### config.mk
export PLATFORM = sky130hd
export DESIGN_NAME = board_game_engine
export DESIGN_NICKNAME = d
export VERILOG_FILES = /design/src/rtl/board_game_pkg.sv /design/src/rtl/board_line_scanner.sv /design/src/rtl/board_game_engine.sv
export SDC_FILE = /design/constraint.sdc
export NUM_CORES = 1
export LEC_CHECK = 0
export ABC_CLOCK_PERIOD_IN_PS = 4200
export CORE_ASPECT_RATIO = 0.75
export CORE_MARGIN = 3
export CORE_UTILIZATION = 50
export CTS_BUF_LIST = sky130_fd_sc_hd__clkbuf_8
export DETAILED_ROUTE_END_ITERATION = 7
export GPL_ROUTABILITY_DRIVEN = 0
export PLACE_DENSITY_LB_ADDON = 0.1
export RECOVER_POWER = 50
export SETUP_SLACK_MARGIN = 0.05
export SYNTH_ARGS = -nofsm -noshare
export SYNTH_HDL_FRONTEND = slang
export SYNTH_SLANG_ARGS = --single-unit
### constraint.sdc
create_clock -name clock_i -period 4.2 [get_ports clock_i]
set_input_delay 1.05 -clock clock_i [delete_from_list [all_inputs] [get_ports clock_i]]
set_output_delay 1.05 -clock clock_i [all_outputs]
set_load 0.01 [all_outputs]
### src/rtl/board_game_pkg.sv
// Shared encodings, FSM states and the line-scan direction table for the N x N
// K-in-a-row game engine.
package board_game_pkg;

  localparam logic [1:0] CELL_EMPTY    = 2'b00;
  localparam logic [1:0] CELL_PLAYER   = 2'b01;
  localparam logic [1:0] CELL_COMPUTER = 2'b10;
  localparam logic [1:0] WIN_DRAW      = 2'b11;

  localparam logic [1:0] ST_OK       = 2'b00;
  localparam logic [1:0] ST_OCCUPIED = 2'b01;
  localparam logic [1:0] ST_RANGE    = 2'b10;
  localparam logic [1:0] ST_TURN     = 2'b11;

  typedef enum logic [1:0] {S_IDLE, S_WAIT_MOVE, S_CHECK, S_DONE} state_e;

  typedef struct packed {
    logic signed [1:0] dr;
    logic signed [1:0] dc;
  } delta_t;

  // Scan order: horizontal, vertical, diagonal, anti-diagonal.
  function automatic delta_t dir_delta(input logic [1:0] d);
    delta_t r;
    case (d)
      2'd0:    r = '{dr: 2'sb00, dc: 2'sb01};
      2'd1:    r = '{dr: 2'sb01, dc: 2'sb00};
      2'd2:    r = '{dr: 2'sb01, dc: 2'sb01};
      default: r = '{dr: 2'sb01, dc: 2'sb11};
    endcase
    return r;
  endfunction

endpackage

### src/rtl/board_line_scanner.sv
// Walks K-1 cells each way along the four lines through the last move, one cell
// per cycle, and reports whether any line holds K marks of the mover.
module board_line_scanner
  import board_game_pkg::*;
#(
  parameter int N  = 3,
  parameter int K  = 3,
  parameter int RW = $clog2(N)
) (
  input  logic          clk,
  input  logic          rst_n,
  input  logic          start_scan_i,
  input  logic [RW-1:0] org_row_i,
  input  logic [RW-1:0] org_col_i,
  input  logic [1:0]    mover_i,
  input  logic [1:0]    cell_i,
  output logic [RW-1:0] scan_row_o,
  output logic [RW-1:0] scan_col_o,
  output logic          scan_done_o,
  output logic          win_o
);

  // Two extra bits keep stepped coordinates signed and clear of wrap-around.
  localparam int CW = RW + 2;
  localparam logic signed [CW-1:0] NS = CW'(N);
  localparam logic [3:0] LAST = 4'(K - 2);
  localparam logic [4:0] KR   = 5'(K);

  logic                 busy_q, half_q, chain_q, win_q;
  logic [1:0]           dir_q, mover_q;
  logic [3:0]           step_q;
  logic [4:0]           run_q, run_n;
  logic signed [CW-1:0] org_r_q, org_c_q, cur_r_q, cur_c_q, s_r, s_c;
  logic                 in_b, hit, last, dir_end;
  delta_t               dlt, dnx, d0;

  function automatic logic signed [CW-1:0] sx(input logic signed [1:0] v);
    return {{(CW-2){v[1]}}, v};
  endfunction

  always_comb begin
    dlt     = dir_delta(dir_q);
    dnx     = dir_delta(dir_q + 2'd1);
    d0      = dir_delta(2'd0);
    s_r     = {2'b00, org_row_i};
    s_c     = {2'b00, org_col_i};
    in_b    = !cur_r_q[CW-1] && (cur_r_q < NS) && !cur_c_q[CW-1] && (cur_c_q < NS);
    hit     = chain_q && in_b && (cell_i == mover_q);
    run_n   = run_q + {4'd0, hit};
    last    = (step_q == LAST);
    dir_end = last && half_q;
  end

  assign scan_row_o  = cur_r_q[RW-1:0];
  assign scan_col_o  = cur_c_q[RW-1:0];
  assign scan_done_o = busy_q && dir_end && (dir_q == 2'd3);
  assign win_o       = win_q || (dir_end && (run_n >= KR));

  always_ff @(posedge clk or negedge rst_n) begin
    if (!rst_n) begin
      busy_q  <= 1'b0;
      half_q  <= 1'b0;
      chain_q <= 1'b0;
      win_q   <= 1'b0;
      dir_q   <= '0;
      mover_q <= '0;
      step_q  <= '0;
      run_q   <= '0;
      org_r_q <= '0;
      org_c_q <= '0;
      cur_r_q <= '0;
      cur_c_q <= '0;
    end else if (start_scan_i) begin
      busy_q  <= 1'b1;
      half_q  <= 1'b0;
      chain_q <= 1'b1;
      win_q   <= 1'b0;
      dir_q   <= '0;
      mover_q <= mover_i;
      step_q  <= '0;
      run_q   <= 5'd1;
      org_r_q <= s_r;
      org_c_q <= s_c;
      cur_r_q <= s_r + sx(d0.dr);
      cur_c_q <= s_c + sx(d0.dc);
    end else if (busy_q) begin
      run_q   <= run_n;
      chain_q <= hit;
      if (!last) begin
        step_q <= step_q + 4'd1;
        if (half_q) begin
          cur_r_q <= cur_r_q - sx(dlt.dr);
          cur_c_q <= cur_c_q - sx(dlt.dc);
        end else begin
          cur_r_q <= cur_r_q + sx(dlt.dr);
          cur_c_q <= cur_c_q + sx(dlt.dc);
        end
      end else if (!half_q) begin
        half_q  <= 1'b1;
        step_q  <= '0;
        chain_q <= 1'b1;
        cur_r_q <= org_r_q - sx(dlt.dr);
        cur_c_q <= org_c_q - sx(dlt.dc);
      end else begin
        win_q   <= win_o;
        dir_q   <= dir_q + 2'd1;
        half_q  <= 1'b0;
        step_q  <= '0;
        run_q   <= 5'd1;
        chain_q <= 1'b1;
        cur_r_q <= org_r_q + sx(dnx.dr);
        cur_c_q <= org_c_q + sx(dnx.dc);
        busy_q  <= (dir_q != 2'd3);
      end
    end
  end

endmodule

### src/rtl/board_game_engine.sv
// N x N, K-in-a-row two-side game engine: validates moves over valid/ready,
// reports a status per move and runs a sequential win scan after legal moves.
module board_game_engine
  import board_game_pkg::*;
#(
  parameter int N = 3,
  parameter int K = 3,
  localparam int RW = $clog2(N)
) (
  input  logic          clock_i,
  input  logic          reset_ni,
  input  logic          start_i,
  input  logic [1:0]    first_player_i,
  input  logic          move_valid_i,
  output logic          move_ready_o,
  input  logic [RW-1:0] move_row_i,
  input  logic [RW-1:0] move_col_i,
  input  logic [1:0]    move_who_i,
  output logic          move_ack_o,
  output logic [1:0]    move_status_o,
  output logic [1:0]    turn_o,
  output logic          game_over_o,
  output logic [1:0]    winner_o,
  output logic [7:0]    move_count_o,
  input  logic [RW-1:0] rd_row_i,
  input  logic [RW-1:0] rd_col_i,
  output logic [1:0]    rd_cell_o
);

  state_e                   state_q, state_d;
  logic [N-1:0][N-1:0][1:0] board_q;
  logic [1:0]               turn_q, turn_d, winner_q, winner_d, status_q, status_d;
  logic [7:0]               count_q, count_d;
  logic                     ack_q, ack_d, clr, wr_en, start_scan, hs, in_range;
  logic                     scan_done, scan_win;
  logic [RW-1:0]            scan_row, scan_col;

  function automatic logic [1:0] cell_at(input logic [N-1:0][N-1:0][1:0] b,
                                         input logic [RW-1:0] r, input logic [RW-1:0] c);
    if ((32'(r) < N) && (32'(c) < N)) return b[r][c];
    return CELL_EMPTY;
  endfunction

  board_line_scanner #(.N(N), .K(K), .RW(RW)) u_scan (
    .clk          (clock_i),
    .rst_n        (reset_ni),
    .start_scan_i (start_scan),
    .org_row_i    (move_row_i),
    .org_col_i    (move_col_i),
    .mover_i      (move_who_i),
    .cell_i       (cell_at(board_q, scan_row, scan_col)),
    .scan_row_o   (scan_row),
    .scan_col_o   (scan_col),
    .scan_done_o  (scan_done),
    .win_o        (scan_win)
  );

  assign move_ready_o  = (state_q == S_WAIT_MOVE);
  assign game_over_o   = (state_q == S_DONE);
  assign move_ack_o    = ack_q;
  assign move_status_o = status_q;
  assign turn_o        = turn_q;
  assign winner_o      = winner_q;
  assign move_count_o  = count_q;
  assign rd_cell_o     = cell_at(board_q, rd_row_i, rd_col_i);

  always_comb begin
    state_d    = state_q;
    turn_d     = turn_q;
    winner_d   = winner_q;
    status_d   = status_q;
    count_d    = count_q;
    ack_d      = 1'b0;
    clr        = 1'b0;
    wr_en      = 1'b0;
    start_scan = 1'b0;
    hs         = move_valid_i && move_ready_o;
    in_range   = (32'(move_row_i) < N) && (32'(move_col_i) < N);
    // A start pulse wins over everything, including a same-cycle handshake.
    if (start_i) begin
      clr      = 1'b1;
      count_d  = '0;
      winner_d = CELL_EMPTY;
      turn_d   = (first_player_i == CELL_COMPUTER) ? CELL_COMPUTER : CELL_PLAYER;
      state_d  = S_WAIT_MOVE;
    end else begin
      case (state_q)
        S_WAIT_MOVE: if (hs) begin
          ack_d = 1'b1;
          if (!in_range)                     status_d = ST_RANGE;
          else if (move_who_i != turn_q)     status_d = ST_TURN;
          else if (cell_at(board_q, move_row_i, move_col_i) != CELL_EMPTY)
                                             status_d = ST_OCCUPIED;
          else begin
            status_d   = ST_OK;
            wr_en      = 1'b1;
            start_scan = 1'b1;
            count_d    = count_q + 8'd1;
            state_d    = S_CHECK;
          end
        end
        S_CHECK: if (scan_done) begin
          if (scan_win) begin
            winner_d = turn_q;
            turn_d   = CELL_EMPTY;
            state_d  = S_DONE;
          end else if (count_q == 8'(N * N)) begin
            winner_d = WIN_DRAW;
            turn_d   = CELL_EMPTY;
            state_d  = S_DONE;
          end else begin
            turn_d   = (turn_q == CELL_PLAYER) ? CELL_COMPUTER : CELL_PLAYER;
            state_d  = S_WAIT_MOVE;
          end
        end
        default: ;
      endcase
    end
  end

  always_ff @(posedge clock_i or negedge reset_ni) begin
    if (!reset_ni) begin
      state_q  <= S_IDLE;
      board_q  <= '0;
      turn_q   <= '0;
      winner_q <= '0;
      status_q <= '0;
      count_q  <= '0;
      ack_q    <= 1'b0;
    end else begin
      state_q  <= state_d;
      turn_q   <= turn_d;
      winner_q <= winner_d;
      status_q <= status_d;
      count_q  <= count_d;
      ack_q    <= ack_d;
      if (clr)        board_q <= '0;
      else if (wr_en) board_q[move_row_i][move_col_i] <= move_who_i;
    end
  end

endmodule

* Word-level counts from Yosys, hierarchy flattened *
Cells that the tools add are included.

word-level totals
  bits in registers = 64
  input bits = 16
  output and inout port bits = 19
  logic and storage cells = 233

operators by class
  add/sub/neg operators = 13
  magnitude comparators = 17
  eq/ne operators = 22
  muxes and demuxes = 114
  bitwise gates (word level) = 1
  reduce and logical (&&, ||, !) cells = 39

operators with widths
  kind                   number
  $mux W2                40
  $mux W4                13
  $mux W8                6
  $bmux W6 S2            3
  $mux W18               2
  $mux W1                33
  $mux W6                4
  $mux W5                4
  $reduce_bool A2 Y1     10
  $bwmux W18             1
  $lt A2 B3 Y1 const B   6
  $pmux W3 S3            2
  $logic_and A1 B1 Y1    15
  $bmux W2 S2            3
  $demux W6 S2           1
  $eq A2 B2 Y1 const B   6
  $lt A2 B2 Y1 const B   6
  $ne A3 B3 Y1 const B   3
  $reduce_and A3 Y1      3
  $add A4 B2 Y4          2
  $add A8 B1 Y8 const B  1
  $eq A2 B1 Y1 const B   4
  $eq A8 B4 Y1 const B   1
  $lt A4 B3 Y1 const B   2
  26 further kinds       35

* Longest topological paths before layout *
Gate-level depths: netlist of run 1.

  depth in word-level cells = 21
  mapped depth = 14
  depth with buffers taken out = 13

* By module *
A second synthesis of run 1 with hierarchy kept.

unflattened totals
  cells, all modules = 460
  area, all modules = 4052.6 um^2

by module, submodules not included
  module              times used  cells an instance  area an instance (um^2)  sequential area each (um^2)
  board_game_engine   1           250                2072.0                   875.8
  board_line_scanner  1           210                1980.6                   725.7

* Least setup slack after synthesis of run 1 *
Ideal clock, no wire load.

  path type = reg2reg
  start = register u_scan.cur_r_q[1]
  end = register winner_q[1] (netlist: winner_o[1])
  setup time = 0.123 ns
  arrival = 2.952 ns
  required time = 4.077 ns
  path slack = 1.126 ns
  cell stages (with the launch flop) = 15
  path buffers = 1
  period minus slack after synthesis = 3.074 ns
  path through = dfrtp_1 clkbuf_1 nor3_1 o211ai_1 and4_1 and4_1 o211a_1 ha_1 ha_1 nor3_1 a31o_2 a31oi_1 nor3_1 nor2_1 o221a_2

between the ends
  cells in the longest elaborated chain, start to end = 16

RTL lines
  element                        line                      source
  start, declared                board_line_scanner.sv:33  logic signed [CW-1:0] org_r_q, org_c_q, cur_r_q, cur_c_q, s_r, s_c;
  start signal, assigned         board_line_scanner.sv:84  cur_r_q <= s_r + sx(d0.dr);
  start signal, assigned         board_line_scanner.sv:92  cur_r_q <= cur_r_q - sx(dlt.dr);
  start signal, assigned         board_line_scanner.sv:95  cur_r_q <= cur_r_q + sx(dlt.dr);
  $bmux W6 S2                    board_game_engine.sv:40   if ((32'(r) < N) && (32'(c) < N)) return b[r][c];
  $mux W6 (not written as such)  board_game_engine.sv:40
  $bmux W2 S2                    board_game_engine.sv:40
  $mux W2 (not written as such)  board_game_engine.sv:40
  $mux W2                        board_game_engine.sv:40
  $mux W2                        board_game_engine.sv:41   return CELL_EMPTY;
  $eq A2 B2 Y1                   board_line_scanner.sv:48  hit = chain_q && in_b && (cell_i == mover_q);
  $logic_and A1 B1 Y1 *          board_line_scanner.sv:48
  $add A5 B1 Y5 *                board_line_scanner.sv:49  run_n = run_q + {4'd0, hit};
  $ge A5 B2 Y1 *                 board_line_scanner.sv:57  assign win_o = win_q || (dir_end && (run_n >= KR));
  $logic_and A1 B1 Y1 *          board_line_scanner.sv:57
  $logic_or A1 B1 Y1 *           board_line_scanner.sv:57
  $mux W2                        board_game_engine.sv:103  if (scan_win) begin
  $mux W2                        board_game_engine.sv:102  S_CHECK: if (scan_done) begin
  $mux W2                        board_game_engine.sv:87   case (state_q)
  $mux W2                        board_game_engine.sv:80   if (start_i) begin
  end signal, assigned           board_game_engine.sv:133  winner_q <= winner_d;
  end, declared                  board_game_engine.sv:32   logic [1:0] turn_q, turn_d, winner_q, winner_d, status_q, status_d;

Mark *: on every way between the ends. The rest lies on a longest branch, timed or not. The select of a mux whose other input is x is not followed.
A chain may end at the register's enable or synchronous reset.

* Final worst setup path of run 1 *
  start = input port rd_row_i[0]
  end = output port rd_cell_o[1]

between the ends
  cells in the longest elaborated chain, start to end = 6

RTL lines
  element                        line                     source
  start, declared                board_game_engine.sv:25  input logic [RW-1:0] rd_row_i,
  $bmux W6 S2                    board_game_engine.sv:40
  $mux W6 (not written as such)  board_game_engine.sv:40
  $bmux W2 S2                    board_game_engine.sv:40
  $mux W2 (not written as such)  board_game_engine.sv:40
  $mux W2                        board_game_engine.sv:40
  $mux W2 *                      board_game_engine.sv:41
  end, declared                  board_game_engine.sv:27  output logic [1:0] rd_cell_o

Marked as above.

==> impl_metrics.yaml, run 1 <==
final_layout:
  insertedDiodeCount: 0
  final_cell_mix: "64 x dfrtp_1, 53 x nand2_1, 43 x nor2_1"
  area_delta_synth_final_pct: 13.1
  drive_gt1_share_pct: 7.59
  nets: 567
  mostFrequentLayoutCell: "dfrtp_1"
global_route:
  grt_pass1_vias: 3905
  overflow: 0
  grt_usage_pct: 24.5
  grt_pass1_wl_um: 19500
  grt_max_degree: 39
  antenna_found_initial: 0
clock_tree:
  clockBufferDepth: 2
  h-tree-depth: 3
  post_cts_buffers: 0
  cts_hold_buffers: 0
  clock-sinks: 64
  cts_resized: 0
  cts_buffers: 9
  cts_root_buf: "clkbuf_8"
  worstSkewPairLatency_ps: 340
  cts_tree: "yes"
  path_clk_slew_ps: 70
sta:
  fin_ws_ps: 254
  relSlewSlack_pct: -39.2
  finClkSkew_ps: 11.3
  timing.final.crit_share_pct: 93.9
  max_freq_mhz: 253
  fin_crit_ps: 3950
  rsz0062_at_grt: "false"
  tightestPinTransition_ps: 2090
  fin_tns_setup_ps: 0
  final_hold_viol_count: 0
  slew_violations: 39
  finalSetupViolCount: 0
hold_path:
  worst_hold_path_type: "reg -> reg"
  holdPathEnd: "u_scan.mover_q[1]$_DFFE_PN0P_"
  min_from: "u_scan.mover_q[1]$_DFFE_PN0P_"
  holdPathStages: 2
critical_path:
  r2r-end: "winner_o[1]$_DFFE_PN0P_"
  cp_slowest_cell: "clkdlybuf4s50_1"
  worstPathMaxFanout: 9
  critPathBufInv: 2
  endpoint_kind: "primary output"
  crit_chain: "clkdlybuf4s50_1, nor2_1, a221oi_1, o21ai_0, o21ai_0, and3_1, clkdlybuf4s50_1"
  rrSetupSlack_ps: 750
  cp_data_arrival_time_ps: 2900
  crit_required_ps: 3150
  rr_worst_depth: 13
  cpPeakStageDelay_ps: 630
  startpoint_type: "input pin"
  path_class: "in -> out"
  r2r-start: "u_scan.cur_c_q[0]$_DFFE_PN0P_"
  path_delay_family: "buffers and inverters"
run_status:
  violations: "max-capacitance violations, max-slew violations"
  status: "finished, violations left"
detailed_routing:
  post-route-drc-count: 0
  wl_met1_um: 5440
  viasPerCell: 6.17
  totalWireLength_um: 11500
  highest_layer: "met4"
  wl_met3_um: 750
  drtPass1Iterations: 5
  wl_met2_um: 5150
  avgRoutedWirePerCell_um: 18.2
  drtAntennaViolNets: 0
  drt_iter0_drc: 234
  vias: 3900
floorplanning:
  start_util_pct: 53.3
  die-width_um: 114
  fp-row-count: 28
  io_pins: 35
  die_h_um: 87.0
  dieArea_um2: 9910
  core_um2: 8200
synthesis:
  synth_top_cell_by_area: "dfrtp_1"
  syn_inst: 494
  synth_top_area_share_pct: 36.7
  synthesis.area_um2: 4370
  synthArstFlopShare_pct: 100
  synthTopCellsByArea: "dfrtp_1 37%, ha_1 7.2%, nand2_1 4.6%"
  synth_ff_type: "dfrtp_1"
  synth_enable_flop_cells: 0
  ys_seq_area_share_pct: 36.7
  synth_area_per_cell_um2: 8.84
  synth_cell_types: 70
  ys_seq_elements: 64
  synth.net_count: 538
  synth_warnings: 0
power_and_ir_drop:
  vdd_ir_drop_max_mv: 0.243
  power.density_nw_per_um2: 506
  power.leakage_uw: 0.00215
placement:
  post-place-ws_ps: 268
  hpwl_um: 8280
  port_buffers: 34
flow_run:
  cap_violations: 1
how the worst max path moves through the flow:
stage               slack [ps]  cells past startpoint                     startpoint                 endpoint
finish                     250                      7                    rd_row_i[0]             rd_cell_o[1]
global route                80                      7                    rd_row_i[0]             rd_cell_o[1]
CTS                        270                      7                    rd_row_i[0]             rd_cell_o[1]
detailed placement         270                      7                    rd_row_i[0]             rd_cell_o[1]
global placement           310                      7                    rd_row_i[0]             rd_cell_o[1]
floorplan                 1130                     14  u_scan.cur_r_q[1]$_DFFE_PN0P_  winner_o[1]$_DFFE_PN0P_
registers in the layout (all words and copies together), names as in the netlist:
name            flops
board_q            18
move_ack_o          1
move_count_o        8
move_status_o       2
state_q             2
turn_o              2
u_scan.busy_q       1
u_scan.chain_q      1
u_scan.cur_c_q      4
u_scan.cur_r_q      4
u_scan.dir_q        2
u_scan.half_q       1
u_scan.mover_q      2
u_scan.org_c_q      2
u_scan.org_r_q      2
u_scan.run_q        5
u_scan.step_q       4
u_scan.win_q        1
winner_o            2
worst min-delay path: stages (launching register included):
cell and delay, ps:
dfrtp_1 360, nand2_1 60, nand2_1 50
power breakdown:
| part | total [µW] | internal [µW] | switching [µW] | leakage [µW] |
|---|---|---|---|---|
| clock network | 444 | 203 | 240 | 0.0000896 |
| registers | 945 | 736 | 210 | 0.000832 |
| logic | 1110 | 506 | 603 | 0.00123 |
| total | 2500 | 1450 | 1050 | 0.00215 |
kinds of logic after synthesis:
| kind of cell | count (synthesis) | synth area share, % |
|---|---|---|
| compound gates | 130 | 21.4 |
| xor+xnor | 16 | 3.21 |
| fa+ha+maj | 28 | 8.53 |
| buf+inv | 52 | 4.90 |
| flops | 64 | 36.7 |
| mux | 10 | 2.29 |
| simple gates | 194 | 23.0 |
stage by stage:
stage               hold slack (ps)  utilization, %  total power [µW]  cell area (µm²)  instances
floorplan                       451               -              1770             4370        494
global placement                479            58.5              2000             4790        617
detailed placement              486            58.5              2060             4790        617
CTS                             504            60.3              2510             4940        632
finish                          498            60.3              2500             4940        632
global route                    554            60.3              2740             4940        632
Yosys cell counts, types with 5 or more instances:
library cell	count
a211oi_1	5
a21oi_1	29
a31o_1	5
and3_1	6
and4_1	5
clkbuf_1	16
dfrtp_1	64
ha_1	25
inv_1	29
mux2i_1	10
nand2_1	53
nand3_1	21
nand4_1	5
nor2_1	43
nor2b_1	19
nor3_1	12
o211ai_1	8
o21ai_0	34
o22ai_1	5
xnor2_1	10
xor2_1	6
layout make-up:
cell class / count / area, µm²
well taps: 105 / 131
inverters: 30 / 113
flip-flops and latches: 64 / 1600
multi-input cells: 378 / 2550
clock buffers: 9 / 124
fillers: 754 / 3260
repair buffers: 40 / 389
clock inverters: 6 / 28.8
layer usage:
layer  track usage (%)  up-vias
met5                 0        -
met4              6.36        0
met3              4.79       13
met2              38.3      150
met1              35.2     1913
li1                  -     1824
Power figures use the tool's default switching activity.
==> run 2, diff against run 1 <==
- CORE_UTILIZATION: 50 -> 61
- PLACE_DENSITY: default -> 0.94
- PLACE_DENSITY_LB_ADDON: 0.1 -> default
==> run 2 against run 1 <==
- the flow still finishes with violations (max-capacitance violations, max-slew violations)
- clock power is 3% higher
- critical path depth stayed put
- global-route usage is 4.3 points higher
- flip-flop and latch count stayed put
- highest routed layer unchanged
==> impl_metrics.yaml, run 2 (synthesized netlist as in run 1, its figures left out) <==
flow_run:
  cap_violations: 1
final_layout:
  fin_util_pct: 72.0
  mostFrequentLayoutCell: "dfrtp_1"
  insertedDiodeCount: 0
  final_cell_mix: "64 x dfrtp_1, 53 x nand2_1, 43 x nor2_1"
  area_delta_synth_final_pct: 13.1
  nets: 568
  drive_gt1_share_pct: 7.56
  largest_register_ffs: 18
  largest_register: "board_q"
critical_path:
  cp_slowest_cell: "clkdlybuf4s50_1"
  crit_required_ps: 3150
  worstPathMaxFanout: 9
  cpPeakStageDelay_ps: 630
  path_class: "in -> out"
  endpoint_kind: "primary output"
  crit_chain: "clkdlybuf4s50_1, nor2_1, a221oi_1, o21ai_0, o21ai_0, and3_1, clkdlybuf4s50_1"
  startpoint_type: "input pin"
  cp_data_arrival_time_ps: 3060
floorplanning:
  die-width_um: 104
  dieArea_um2: 8220
  core_um2: 6860
  die_h_um: 79.3
  fp-row-count: 26
  io_pins: 35
  start_util_pct: 63.7
clock_tree:
  cts_tree: "yes"
  cts_hold_buffers: 0
  clockBufferDepth: 2
  path_clk_slew_ps: 70
  clock-sinks: 64
  cts_buffers: 9
  cts_root_buf: "clkbuf_8"
  h-tree-depth: 3
  cts_resized: 0
  worstSkewPairLatency_ps: 360
  post_cts_buffers: 0
sta:
  rsz0062_at_grt: "false"
  relSlewSlack_pct: -39.3
  fin_crit_ps: 4110
  tightestPinTransition_ps: 2090
  final_hold_viol_count: 0
  slew_violations: 41
  timing.final.crit_share_pct: 97.9
  finalSetupViolCount: 0
  finClkSkew_ps: 9.70
  max_freq_mhz: 243
  fin_tns_setup_ps: 0
global_route:
  antenna_found_initial: 0
  grt_usage_pct: 28.9
  grt_pass1_vias: 3819
  overflow: 0
  grt_max_degree: 41
  grt_pass1_wl_um: 19100
detailed_routing:
  vias: 3975
  drtPass1Iterations: 5
  drtAntennaViolNets: 0
  post-route-drc-count: 0
  drt_iter0_drc: 301
  viasPerCell: 6.34
  avgRoutedWirePerCell_um: 18.0
  totalWireLength_um: 11300
power_and_ir_drop:
  vdd_ir_drop_max_mv: 0.339
  power.leakage_uw: 0.00215
  fin_total_pwr_uw: 2540
  power.density_nw_per_um2: 514
run_status:
  violations: "max-capacitance violations, max-slew violations"
  status: "finished, violations left"
hold_path:
  worst_hold_path_type: "reg -> reg"
placement:
  hpwl_um: 7950
  port_buffers: 34
-- run 2: cell type report --
class,instances,area [µm²]
clock buffer,10,138
clock inverter,6,28.8
fill,504,1920
inverter,30,113
multi-input combinational,378,2550
sequential,64,1600
tap,98,123
timing repair buffer,41,384
-- run 2: worst paths after layout --
kind	from	end	slack, ps	depth (start not counted)
min in group asynchronous	reset_ni	u_scan.cur_r_q[3]$_DFFE_PN0P_	1290	1
setup reg to reg	u_scan.cur_r_q[1]$_DFFE_PN0P_	winner_o[1]$_DFFE_PN0P_	720	13
setup / recovery	rd_row_i[0]	rd_cell_o[1]	90	7
hold / removal	move_status_o[0]$_DFFE_PN0P_	move_status_o[0]$_DFFE_PN0P_	510	2
max in group asynchronous	reset_ni	board_q[9]$_DFFE_PN0P_	1340	2
hold reg to reg	move_status_o[0]$_DFFE_PN0P_	move_status_o[0]$_DFFE_PN0P_	510	2
-- run 2: per-stage QoR --
stage          cells  hold WS, ps  instance area [µm²]  setup WS, ps
6_report         627          507                 4940          88.0
5_1_grt          627          534                 4940          76.8
4_1_cts          627          512                 4940           186
3_5_place_dp     611          493                 4780           184
3_3_place_gp     611          475                 4780           322
2_1_floorplan    494          451                 4370          1130
-- run 2: critical path: cells and delay by family --
family	cells	cell delay, ps
AO/OA/AOI/OAI	3	560
buffers and inverters	2	1160
AND/OR/NAND/NOR	2	290
-- run 2: report_power, final --
group	switching [µW]	internal, µW	leakage (µW)
registers	215	736	0.000832
clock network	235	221	0.0000958
logic	620	514	0.00122
-- run 2: layer usage --
layer / wire, µm / track usage, % / share of wire [%]
met5: 0 / 0 / 0
met4: 258 / 10.4 / 2.3
met3: 1140 / 7.39 / 10
met2: 5080 / 44.8 / 45
met1: 4790 / 39.6 / 42
